**config.mk**
```make
export PLATFORM = sky130hd
export DESIGN_NAME = pipe_alu_flat
export DESIGN_NICKNAME = d
export VERILOG_FILES = /design/src/rtl/pipe_alu_if.sv /design/src/rtl/pipe_alu.sv /design/src/flat_wrapper.sv
export SDC_FILE = /design/constraint.sdc
export NUM_CORES = 1
export LEC_CHECK = 0
export BUFFER_PORTS_ARGS = -buffer_cell sky130_fd_sc_hd__buf_4
export CORE_ASPECT_RATIO = 1.75
export CORE_MARGIN = 4
export CORE_UTILIZATION = 40
export CTS_BUF_LIST = sky130_fd_sc_hd__clkbuf_16
export DETAILED_ROUTE_END_ITERATION = 7
export PLACE_DENSITY_LB_ADDON = 0.1
export SETUP_SLACK_MARGIN = 0.2
export SYNTH_ARGS = -nofsm -noshare
export SYNTH_HDL_FRONTEND = slang
export SYNTH_SLANG_ARGS = --single-unit
```
**constraint.sdc**
```tcl
create_clock -name clk -period 5.25 [get_ports clk]
set_clock_uncertainty 0.15 [all_clocks]
set_input_delay 1.05 -clock clk [delete_from_list [all_inputs] [get_ports clk]]
set_output_delay 1.05 -clock clk [all_outputs]
set_load 0.01 [all_outputs]
```
**src/rtl/pipe_alu_if.sv**
```systemverilog
// Handshake and result bus for pipe_alu: operation in, tagged result and condition codes out.
interface pipe_alu_if #(
  parameter int WIDTH  = 16,
  parameter int STAGES = 2,
  parameter int TAG_W  = 6
);
  localparam int OCC_W = $clog2(STAGES + 1);

  logic             flush;
  logic             in_valid;
  logic             in_ready;
  logic [3:0]       op;
  logic [WIDTH-1:0] a;
  logic [WIDTH-1:0] b;
  logic [TAG_W-1:0] tag_in;
  logic             out_valid;
  logic             out_ready;
  logic [WIDTH-1:0] result;
  logic [TAG_W-1:0] tag_out;
  logic [3:0]       cc;
  logic [OCC_W-1:0] occupancy;

  modport master (
    output flush, in_valid, op, a, b, tag_in, out_ready,
    input  in_ready, out_valid, result, tag_out, cc, occupancy
  );

  modport slave (
    input  flush, in_valid, op, a, b, tag_in, out_ready,
    output in_ready, out_valid, result, tag_out, cc, occupancy
  );
endinterface

```
**src/rtl/pipe_alu.sv**
```systemverilog
// Elastic multi-stage ALU: result computed at accept, transported through STAGES
// collapsible registers; cc {V,C,N,Z} loads when an arithmetic/logic result is taken.
module pipe_alu #(
  parameter int WIDTH  = 16,
  parameter int STAGES = 2,
  parameter int TAG_W  = 6
) (
  input  logic      clk,
  input  logic      reset,
  pipe_alu_if.slave bus
);
  localparam int OCC_W = $clog2(STAGES + 1);

  logic [STAGES-1:0] r_vld;
  logic [3:0]        r_op  [STAGES];
  logic [WIDTH-1:0]  r_res [STAGES];
  logic [3:0]        r_flg [STAGES];
  logic [TAG_W-1:0]  r_tag [STAGES];
  logic [3:0]        r_cc;

  logic [WIDTH:0]    w_sum;
  logic [WIDTH-1:0]  w_res;
  logic [3:0]        w_flg;
  logic              w_c;
  logic              w_v;
  logic [STAGES-1:0] w_adv;
  logic              w_space;
  logic              w_acc;
  logic              w_xfer;
  logic              w_cc_op;
  logic [OCC_W-1:0]  w_occ;

  always_comb begin
    w_sum = {1'b0, bus.a} + {1'b0, bus.b};
    w_res = bus.a;
    w_c   = 1'b0;
    w_v   = 1'b0;
    case (bus.op)
      4'd1: begin
        w_res = w_sum[WIDTH-1:0];
        w_c   = w_sum[WIDTH];
        w_v   = (bus.a[WIDTH-1] == bus.b[WIDTH-1]) && (w_sum[WIDTH-1] != bus.a[WIDTH-1]);
      end
      4'd2: w_res = bus.a & bus.b;
      4'd3: w_res = {{(WIDTH-1){1'b0}}, |bus.a};
      4'd4: w_res = bus.a | bus.b;
      4'd5: begin
        w_res = {bus.a[WIDTH-1], bus.a[WIDTH-1:1]};
        w_c   = bus.a[0];
      end
      4'd6: w_res = bus.a ^ bus.b;
      default: w_res = bus.a;
    endcase
    w_flg = {w_v, w_c, w_res[WIDTH-1], (w_res == '0)};
  end

  // Walk from the output back: a stage advances if the slot ahead is free or itself moving.
  always_comb begin
    w_adv   = '0;
    w_space = bus.out_ready && !bus.flush;
    for (int k = STAGES - 1; k >= 0; k--) begin
      w_adv[k] = r_vld[k] && w_space;
      w_space  = !r_vld[k] || w_adv[k];
    end
  end

  always_comb begin
    w_occ = '0;
    for (int k = 0; k < STAGES; k++) begin
      w_occ = w_occ + OCC_W'(r_vld[k]);
    end
  end

  assign bus.in_ready  = !bus.flush && w_space;
  assign bus.out_valid = r_vld[STAGES-1] && !bus.flush;
  assign w_acc         = bus.in_valid && bus.in_ready;
  assign w_xfer        = bus.out_valid && bus.out_ready;
  assign w_cc_op       = (r_op[STAGES-1] >= 4'd1) && (r_op[STAGES-1] <= 4'd6);
  assign bus.result    = r_res[STAGES-1];
  assign bus.tag_out   = r_tag[STAGES-1];
  assign bus.cc        = r_cc;
  assign bus.occupancy = w_occ;

  always_ff @(posedge clk or posedge reset) begin
    if (reset) begin
      r_vld <= '0;
      r_cc  <= '0;
      for (int k = 0; k < STAGES; k++) begin
        r_op[k]  <= '0;
        r_res[k] <= '0;
        r_flg[k] <= '0;
        r_tag[k] <= '0;
      end
    end else if (bus.flush) begin
      r_vld <= '0;
    end else begin
      if (!r_vld[0] || w_adv[0]) begin
        r_vld[0] <= w_acc;
        if (w_acc) begin
          r_op[0]  <= bus.op;
          r_res[0] <= w_res;
          r_flg[0] <= w_flg;
          r_tag[0] <= bus.tag_in;
        end
      end
      for (int k = 1; k < STAGES; k++) begin
        if (!r_vld[k] || w_adv[k]) begin
          r_vld[k] <= r_vld[k-1];
          if (r_vld[k-1]) begin
            r_op[k]  <= r_op[k-1];
            r_res[k] <= r_res[k-1];
            r_flg[k] <= r_flg[k-1];
            r_tag[k] <= r_tag[k-1];
          end
        end
      end
      if (w_xfer && w_cc_op) begin
        r_cc <= r_flg[STAGES-1];
      end
    end
  end
endmodule

```
**src/flat_wrapper.sv**
```systemverilog
// flat-port wrapper written by rule: the top's interface ports become plain ports
module pipe_alu_flat 
#(
  parameter int WIDTH  = 16,
  parameter int STAGES = 2,
  parameter int TAG_W  = 6
)
  (clk, reset, bus_flush, bus_in_valid, bus_op, bus_a, bus_b, bus_tag_in, bus_out_ready, bus_in_ready, bus_out_valid, bus_result, bus_tag_out, bus_cc, bus_occupancy);
  pipe_alu_if #(.WIDTH(WIDTH), .STAGES(STAGES), .TAG_W(TAG_W)) bus_i ();
  input  logic clk;
  input  logic reset;
  input wire logic [$bits(bus_i.flush)-1:0] bus_flush;
  input wire logic [$bits(bus_i.in_valid)-1:0] bus_in_valid;
  input wire logic [$bits(bus_i.op)-1:0] bus_op;
  input wire logic [$bits(bus_i.a)-1:0] bus_a;
  input wire logic [$bits(bus_i.b)-1:0] bus_b;
  input wire logic [$bits(bus_i.tag_in)-1:0] bus_tag_in;
  input wire logic [$bits(bus_i.out_ready)-1:0] bus_out_ready;
  output wire logic [$bits(bus_i.in_ready)-1:0] bus_in_ready;
  output wire logic [$bits(bus_i.out_valid)-1:0] bus_out_valid;
  output wire logic [$bits(bus_i.result)-1:0] bus_result;
  output wire logic [$bits(bus_i.tag_out)-1:0] bus_tag_out;
  output wire logic [$bits(bus_i.cc)-1:0] bus_cc;
  output wire logic [$bits(bus_i.occupancy)-1:0] bus_occupancy;
  assign bus_i.flush = bus_flush;
  assign bus_i.in_valid = bus_in_valid;
  assign bus_i.op = bus_op;
  assign bus_i.a = bus_a;
  assign bus_i.b = bus_b;
  assign bus_i.tag_in = bus_tag_in;
  assign bus_i.out_ready = bus_out_ready;
  assign bus_in_ready = bus_i.in_ready;
  assign bus_out_valid = bus_i.out_valid;
  assign bus_result = bus_i.result;
  assign bus_tag_out = bus_i.tag_out;
  assign bus_cc = bus_i.cc;
  assign bus_occupancy = bus_i.occupancy;
  pipe_alu #(.WIDTH(WIDTH), .STAGES(STAGES), .TAG_W(TAG_W)) u_core (.clk(clk), .reset(reset), .bus(bus_i));
endmodule
```
==> metrics.yaml, run 1 <==
synth:
  synthTopCellsByCount: "64 x dfrtp_1, 44 x inv_1, 44 x mux2_2"
  yosysTopAreaCell: "dfrtp_1"
  synth-seq-cells: 64
  synth_adder_area_share_pct: 8.85
  yosysTopAreaCellShare_pct: 32.7
  synthSimpleGateAreaFrac_pct: 15.7
  synth_top_cells_by_area: "dfrtp_1 33%, mux2_2 10%, ha_1 8.4%"
  yosys_most_used_dff: "dfrtp_1"
  synth_compound_area_share_pct: 20.5
  syn_area_um2: 4890
  synthMuxAreaShare_pct: 11.4
  postSynthAreaPerCell_um2: 9.41
  synth_top_family_by_area: "compound AO/OA/AOI/OAI gates"
  synth_cells: 520
  synth-xor-area-share_pct: 0.895
  ys_types: 75
  yosysWarnings: 0
  syn_nets: 601
  synth_edf_count: 0
  async_reset_ff_share_pct: 100
  yosysMostFrequentCell: "dfrtp_1"
  yosysSeqAreaShare_pct: 32.7
clock_network:
  clk_pin_slew_ns: 0.05
  cts_hold_buffers: 0
  cts_setup_buffers: 0
  root_buffer: "clkbuf_16"
  cts_buffers: 9
  cts_tree: "yes"
  cts_resized: 0
  cts_sinks: 64
  clockBufferDepth: 2
  ctsHtreeMaxLevel: 3
  clk_latency_ns: 0.32
sta:
  fin_crit_sh_pct: 69.1
  fmax_mhz: 276
  tns_ns: 0
  tightest_slew_ns: 0.800
  setup_viol: 0
  finalMaxSlewViolations: 0
  rsz0062_at_grt: "false"
  hold_viol_final: 0
  layout_setup_ws_ns: 1.62
  slew_headroom_pct: 46.7
  min_period_ns: 3.63
layout:
  final_nets: 645
  fill_cells: 1156
  layout-drive-gt1-share_pct: 28.6
  area_delta_synth_final_pct: 16.6
  diodes: 0
hold_path:
  hold_path.class: "reg -> reg"
  worstHoldPathCells: 2
  hold_end: "u_core.r_op[7]$_DFFE_PP0P_"
  hold_path.startpoint: "u_core.r_op[7]$_DFFE_PP0P_"
run_status:
  outcome: "finished, final reports clean"
floorplan:
  core_um2: 12000
  dieHeight_um: 154
  start_util_pct: 40.7
  rows: 53
  pin_count: 77
  fp.dieW_um: 91.6
  die-area_um2: 14100
critical_path:
  worst_setup_path_start_kind: "primary input"
  crit_chain: "buf_4, nand2b_1, or3_1, o31ai_1, nor4_4, o2111ai_1, nor4_2, o2111ai_1, o21ai_1"
  crit_path_end_kind: "flip-flop"
  r2r-start: "u_core.r_vld[1]$_DFFE_PP0P_"
  path_class: "in -> reg"
  reg2reg_depth: 8
  cp.arrival_ns: 3.73
  required_ns: 5.35
  r2r_slack_ns: 2.92
  worst-path-buf-inv: 1
  worst-path-max-fanout: 41
  crit_family: "simple AND/OR/NAND/NOR gates"
  slowest_delay_ns: 0.58
  crit_top_cell: "o2111ai_1"
  slowest_stage: "or3_1"
  reg2reg_to: "u_core.r_flg[4]$_DFFE_PP0P_"
routing:
  vias: 4058
  route.met3.wl_um: 725
  maxUsedRoutingLayer: "met4"
  via_per_inst: 5.53
  wl_met2_mm: 6.79
  wirelength_mm: 13.2
  ant_nets: 0
  firstDrtPassIters: 5
  drcViolationCount: 0
  met1_length_mm: 5.13
  drtIter0Drc: 205
  post_drt_wl_per_cell_um: 17.9
grt:
  overflow: 0
  antenna_found_initial: 0
  grt_max_degree: 65
  grtUsageTotal_pct: 19.2
  grt_pass1_vias: 3979
  grt_pass1_wl_mm: 21.4
run:
  cap_violations: 0
placed_design:
  port_buffers: 76
  gp_congestion: 0.877
  hpwl_mm: 10.1
  place_ws_ns: 1.25
power_and_ir_drop:
  cellLeakagePower_nw: 2.64
  powerDensity_nw_per_um2: 310
  ir_worst_vdd_v: 0.000123
## how the worst max path moves through the flow
stage,start,end,cells after the start
2_1_floorplan,bus_b[1],u_core.r_flg[4]$_DFFE_PP0P_,10
3_3_place_gp,bus_op[1],u_core.r_flg[4]$_DFFE_PP0P_,9
3_5_place_dp,bus_op[1],u_core.r_flg[4]$_DFFE_PP0P_,9
4_1_cts,bus_op[1],u_core.r_flg[4]$_DFFE_PP0P_,9
5_1_grt,bus_op[1],u_core.r_flg[4]$_DFFE_PP0P_,9
6_report,bus_op[1],u_core.r_flg[4]$_DFFE_PP0P_,9
## per-stage QoR
step	hold slack (ns)	power (mW)	utilization (%)	instance area [um2]	cells
after global placement	0.313	1.15	44.8	5380	718
after floorplan	0.294	1.02	-	4890	520
after detailed placement	0.320	1.16	44.8	5380	718
after global routing	0.344	1.87	47.5	5700	734
final	0.331	1.77	47.5	5700	734
after CTS	0.331	1.79	47.5	5700	734
## worst min-delay path, cell delays in order, from the launching register on
cell and delay [ns]:
dfrtp_1 0.34, nand2_1 0.05, o21ai_0 0.06
## logic make-up (layout without fill, tap and decap cells)
logic type	Yosys count	after routing
mux	50	50
xor+xnor	5	5
fa+ha+maj	34	34
compound gates	140	140
flops	64	64
simple gates	135	135
buf+inv	92	141
## per-layer routing
metal / track usage [%] / up-vias
li1: - / 1948
met2: 33.1 / 147
met5: 0 / -
met3: 2.48 / 29
met1: 22.7 / 1934
met4: 10.5 / 0
## flip-flops by register name (all words and copies together), names as in the netlist
| name | cells |
|---|---|
| u_core.bus.result | 15 |
| u_core.r_res | 15 |
| u_core.r_flg | 8 |
| u_core.r_op | 8 |
| u_core.bus.tag_out | 6 |
| u_core.r_tag | 6 |
| u_core.bus.cc | 4 |
| u_core.r_vld | 2 |
## cells in the final DEF (no fill, tap or decap), types with 6 or more instances in the layout
cell type / n
dfrtp_1: 64
mux2_2: 44
o31ai_1: 8
nor2_1: 27
buf_4: 81
ha_1: 33
nor3_1: 7
mux2i_1: 6
nand2_1: 31
nand2b_1: 17
a211oi_1: 6
nand3_1: 6
o211ai_1: 12
a21oi_1: 23
clkbuf_16: 9
nor2b_1: 11
inv_1: 43
o21ai_0: 26
o21ai_1: 6
## where the power goes
part | switching, mW | internal (mW)
sequential | 0.0526 | 0.594
clock | 0.209 | 0.415
combinational | 0.252 | 0.247
## area by class of cell
| type | count | area (um2) | area share (%) |
|---|---|---|---|
| inverter | 44 | 165 | 2.90 |
| clock buffer | 9 | 225 | 3.95 |
| timing repair buffer | 81 | 608 | 10.7 |
| multi-input combinational | 364 | 2800 | 49.1 |
| tap | 165 | 206 | 3.62 |
| sequential | 64 | 1600 | 28.1 |
| clock inverter | 7 | 96.3 | 1.69 |
(Power assumes the default switching activity.)
==> run 2: changes to the inputs <==
- clock period: 5.25 -> 3.8 ns (I/O delays scaled with it)
==> metrics.yaml, run 2 (synthesis results as in run 1) <==
grt:
  overflow: 0  # unchanged
  grtUsageTotal_pct: 19.6  # +0.42 points
  grt_use_met1_pct: 22.7  # -0.055 points
  busiest_layer: "met2"
  grt_pass1_vias: 4262  # +7.1%
  grt_pass1_wl_mm: 22.0  # +2.8%
  antenna_found_initial: 0  # unchanged
  met2_usage_pct: 33.2  # +0.070 points
  use_met3_pct: 2.73  # +0.24 points
  grt_max_degree: 65  # unchanged
layout:
  diodes: 0  # unchanged
  multi_input_area_um2: 2800  # unchanged
  layout.area.seq_um2: 1600  # unchanged
  final_cell_area_um2: 5780  # +1.3%
  fill_cells: 1170  # +1.2%
  final_nets: 652  # +1.1%
  layout-drive-gt1-share_pct: 29.3  # +0.69 points
  most-common-layout-cells: "88 x buf_4, 64 x dfrtp_1, 44 x mux2_2"
  area_delta_synth_final_pct: 18.1
  final_common_cell: "buf_4"
power_and_ir_drop:
  ir_worst_vdd_v: 0.000231  # +87%
  pwr-share-comb_pct: 27.8  # -0.4 points
  swShare_pct: 28.2  # -0.79 points
  cellLeakagePower_nw: 2.69  # +1.9%
  powerDensity_nw_per_um2: 436  # +41%
  seqPwrFrac_pct: 35.3  # -1.2 points
  power_mw: 2.52  # +42%
  p_int_mw: 1.81  # +44%
  clockPowerShare_pct: 36.9  # +1.6 points
  switchingPower_mw: 0.711  # +39%
routing:
  ant_nets: 0  # unchanged
  vias: 4109  # +1.3%
  wirelength_mm: 13.6  # +2.9%
  firstDrtPassIters: 5  # unchanged
  post_drt_wl_per_cell_um: 18.3  # +2.0%
  via_per_inst: 5.55  # +0.30%
  drcViolationCount: 0  # unchanged
  drtIter0Drc: 190  # -7.3%
clock_network:
  clockBufferDepth: 2  # unchanged
  ctsHtreeMaxLevel: 3  # unchanged
  cts_setup_buffers: 0  # unchanged
  cts_sinks: 64  # unchanged
  cts_tree: "yes"
  clk_pin_slew_ns: 0.06  # about the same
  clk_latency_ns: 0.32  # about the same
  cts_resized: 0  # unchanged
  cts_hold_buffers: 0  # unchanged
  cts_buffers: 9  # unchanged
  root_buffer: "clkbuf_16"
critical_path:
  worst-path-max-fanout: 5  # -88%
  r2r_slack_ns: 1.46  # -1.46 ns
  path_class: "in -> reg"
  r2r-start: "u_core.r_vld[1]$_DFFE_PP0P_"
  crit_path_start: "bus_a[0]"
  required_ns: 3.90  # -1.45 ns
  crit_top_cell: "buf_4"
  reg2reg_depth: 8  # unchanged
  crit_path_end_kind: "flip-flop"
  slowest_stage: "a2111oi_0"
  endpoint: "u_core.r_flg[4]$_DFFE_PP0P_"
  slowest_delay_ns: 0.48  # -0.10 ns
  reg2reg_to: "u_core.r_flg[4]$_DFFE_PP0P_"
  crit_chain: "buf_4, ha_1, inv_1, fa_1, nor2b_1, o211ai_1, a21oi_1, a2111oi_0, a211oi_1, buf_4, nor4_2, o2111ai_1, o21ai_1"
  cp.arrival_ns: 3.16  # -0.57 ns
  worst_setup_path_start_kind: "primary input"
floorplan:
  die-area_um2: 14100  # unchanged
  dieHeight_um: 154  # unchanged
  fp.dieW_um: 91.6  # unchanged
  rows: 53  # unchanged
  pin_count: 77  # unchanged
  core_um2: 12000  # unchanged
  start_util_pct: 40.7  # unchanged
sta:
  fin_crit_sh_pct: 80.4
  fmax_mhz: 327
  min_period_ns: 3.05
  layout_setup_ws_ns: 0.746  # -0.876 ns
  finalMaxSlewViolations: 0  # unchanged
  setup_viol: 0  # unchanged
  hold_viol_final: 0  # unchanged
  slew_headroom_pct: 47.1  # +0.49 points
  tns_ns: 0  # unchanged
  rsz0062_at_grt: "false"
  tightest_slew_ns: 0.793  # -0.00728 ns
run:
  cap_violations: 0  # unchanged
placed_design:
  placed_area_um2: 5430  # +0.98%
  hpwl_mm: 10.4  # +2.6%
  port_buffers: 76  # unchanged
  place_ws_ns: 0.388  # -0.858 ns
  gp_congestion: 0.917  # +4.5%
hold_path:
  hold_path.startpoint: "u_core.bus.result[13]$_DFFE_PP0P_"
  worstHoldPathCells: 2  # unchanged
  hold_path.class: "reg -> reg"
run_status:
  outcome: "finished, final reports clean"
[run 2: metal layers]
metal  share of wire, %  routed length [um]
met1                 39                5250
met2                 50                6740
met3                6.0                 810
met4                5.6                 761
met5                  0                   0
[run 2: worst min path at each step]
| stage | slack [ns] | end |
|---|---|---|
| floorplan | 0.29 | u_core.r_flg[7]$_DFFE_PP0P_ |
| global placement | 0.31 | u_core.r_res[16]$_DFFE_PP0P_ |
| detailed placement | 0.32 | u_core.r_flg[7]$_DFFE_PP0P_ |
| CTS | 0.33 | u_core.bus.result[13]$_DFFE_PP0P_ |
| global route | 0.36 | u_core.bus.result[6]$_DFFE_PP0P_ |
| finish | 0.33 | u_core.bus.result[13]$_DFFE_PP0P_ |
[run 2: worst max-delay path, delay by kind of cell]
kind | cells | cell delay, ns
fa+ha+maj | 2 | 0.43
compound gates | 6 | 1.27
buf+inv | 3 | 0.38
simple gates | 2 | 0.32
[run 2: layout make-up]
class,instances,area share [%]
clock buffer,9,3.90
clock inverter,7,2.06
inverter,44,2.86
multi-input combinational,364,48.5
sequential,64,27.7
tap,165,3.57
timing repair buffer,88,11.4
[run 2: stage by stage]
step,cells,utilization (%),hold WS [ns]
after CTS,741,48.1,0.334
final,741,48.1,0.327
after detailed placement,725,45.3,0.316
after global routing,741,48.1,0.361
after global placement,725,45.3,0.313
after floorplan,520,-,0.294
[run 2: power groups by stage]
stage               Sequential [mW]  Combinational [mW]  Clock, mW
floorplan                     0.882               0.526          0
global placement              0.899               0.694          0
detailed placement            0.904               0.704          0
CTS                           0.892               0.707      0.951
global route                  0.912               0.769      0.988
finish                        0.889               0.700      0.930
==> run 3: changes to the inputs <==
- clock period: 3.8 -> 2.62 ns (I/O delays scaled with it)
==> metrics.yaml, run 3 (synthesis results as in run 1) <==
routing:
  vias: 4525  # +10%
  via_per_inst: 5.26  # -5.1%
  post_drt_wl_per_cell_um: 17.2  # -6.0%
  ant_nets: 0  # unchanged
  drtIter0Drc: 130  # -32%
  drcViolationCount: 0  # unchanged
  wirelength_mm: 14.8  # +9.1%
  firstDrtPassIters: 4  # -1
floorplan:
  pin_count: 77  # unchanged
  dieHeight_um: 154  # unchanged
  rows: 53  # unchanged
  die-area_um2: 14100  # unchanged
  start_util_pct: 40.7  # unchanged
  fp.dieW_um: 91.6  # unchanged
  core_um2: 12000  # unchanged
clock_network:
  cts_tree: "yes"
  ctsHtreeMaxLevel: 3  # unchanged
  root_buffer: "clkbuf_16"
  clk_pin_slew_ns: 0.05  # about the same
  cts_hold_buffers: 0  # unchanged
  cts_sinks: 64  # unchanged
  clk_latency_ns: 0.32  # about the same
  clockBufferDepth: 2  # unchanged
  cts_buffers: 9  # unchanged
hold_path:
  hold_path.class: "in -> async"
run_status:
  violations: "negative setup slack"
  outcome: "complete, but fails checks"
sta:
  slew_headroom_pct: 48.0  # +0.85 points
  tns_ns: -0.0523  # -0.0523 ns
  fmax_mhz: 377
  hold_viol_final: 0  # unchanged
  layout_setup_ws_ns: -0.0343  # -0.780 ns
  finalMaxSlewViolations: 0  # unchanged
  setup_viol: 2  # +2
  min_period_ns: 2.65
  finalHoldWorstSlack_ns: 0.107  # -0.219 ns
  tightest_slew_ns: 0.780  # -0.0128 ns
  fin_crit_sh_pct: 101
  rsz0062_at_grt: "true"
critical_path:
  crit_path_end_kind: "flip-flop"
  required_ns: 2.71  # -1.19 ns
  r2r_slack_ns: 0.38  # -1.08 ns
  reg2reg_depth: 8  # unchanged
  endpoint: "u_core.r_flg[4]$_DFFE_PP0P_"
  worst_setup_path_start_kind: "primary input"
  reg2reg_to: "u_core.r_flg[4]$_DFFE_PP0P_"
  cp.arrival_ns: 2.75  # -0.41 ns
  crit_path_start: "bus_a[1]"
  worst-path-max-fanout: 4  # -1
  r2r-start: "u_core.r_vld[1]$_DFFE_PP0P_"
  path_class: "in -> reg"
grt:
  overflow: 0  # unchanged
  grt_max_degree: 65  # unchanged
  use_met3_pct: 2.43  # -0.29 points
  grtUsageTotal_pct: 21.1  # +1.6 points
  grt_pass1_wl_mm: 23.6  # +7.4%
  grt_use_met1_pct: 24.1  # +1.5 points
  met2_usage_pct: 39.1  # +5.9 points
  antenna_found_initial: 0  # unchanged
  busiest_layer: "met2"
  grt_pass1_vias: 4616  # +8.3%
placed_design:
  hpwl_mm: 11.8  # +14%
  place_ws_ns: -0.472  # -0.859 ns
  gp_congestion: 0.925  # +0.88%
  port_buffers: 76  # unchanged
  placed_cells: 832  # +15%
  placed_area_um2: 6400  # +18%
layout:
  final_common_cell: "buf_4"
  finish.utilization_pct: 59.1  # +11 points
  diodes: 0  # unchanged
  final_cell_area_um2: 7100  # +23%
  layout-drive-gt1-share_pct: 50.2  # +21 points
  final_nets: 774  # +19%
  most-common-layout-cells: "196 x buf_4, 64 x dfrtp_1, 43 x mux2_2"
  finalNonFillerCells: 860  # +16%
  fill_cells: 1098  # -6.2%
  area_delta_synth_final_pct: 45.1
power_and_ir_drop:
  ir_worst_vdd_v: 0.000305  # +32%
  powerDensity_nw_per_um2: 508  # +16%
  power_mw: 3.60  # +43%
  cellLeakagePower_nw: 3.32  # +23%
run:
  cap_violations: 0  # unchanged
[run 3: worst max-delay path: stages]
cell       delay (ns)
buf_8            0.11
inv_4            0.05
ha_4             0.19
a211o_1          0.30
and3_4           0.20
buf_6            0.11
o21a_1           0.18
o311ai_2         0.24
a32oi_2          0.20
nor4_4           0.35
o2111ai_2        0.16
o21ai_1          0.14
[run 3: routing by layer]
metal | up-vias | part of all wire, %
met5 | - | 0
met4 | 0 | 2.9
met3 | 25 | 3.5
met2 | 106 | 54
met1 | 2199 | 39
li1 | 2195 | -
[run 3: area by class of cell]
type / count / area [um2] / share of cell area [%]
sequential: 64 / 1600 / 22.6
tap: 165 / 206 / 2.91
clock buffer: 9 / 225 / 3.17
inverter: 44 / 178 / 2.50
clock inverter: 4 / 16.3 / 0.229
multi-input combinational: 364 / 3210 / 45.2
timing repair buffer: 210 / 1660 / 23.4
[run 3: power breakdown]
part           leakage [nW]  internal, mW  switching, mW
Sequential            0.797          1.19          0.104
Clock                 0.123         0.609          0.365
Combinational          2.40         0.721          0.612
Total                  3.32          2.52           1.08
[run 3: what timing repair did]
action,CTS,global route
resized for setup,35,45
endpoints found under the setup margin,10,13
pin swaps,29,27
setup buffers,8,7
[run 3: worst min path at each step]
stage               slack (ns)                        start                           end
detailed placement        0.31  u_core.r_flg[7]$_DFFE_PP0P_   u_core.r_flg[7]$_DFFE_PP0P_
global route              0.14                        reset  u_core.r_tag[10]$_DFFE_PP0P_
floorplan                 0.29  u_core.r_flg[7]$_DFFE_PP0P_   u_core.r_flg[7]$_DFFE_PP0P_
global placement          0.31   u_core.r_op[7]$_DFFE_PP0P_    u_core.r_op[7]$_DFFE_PP0P_
CTS                       0.12                        reset  u_core.r_tag[10]$_DFFE_PP0P_
finish                    0.11                        reset  u_core.r_tag[10]$_DFFE_PP0P_
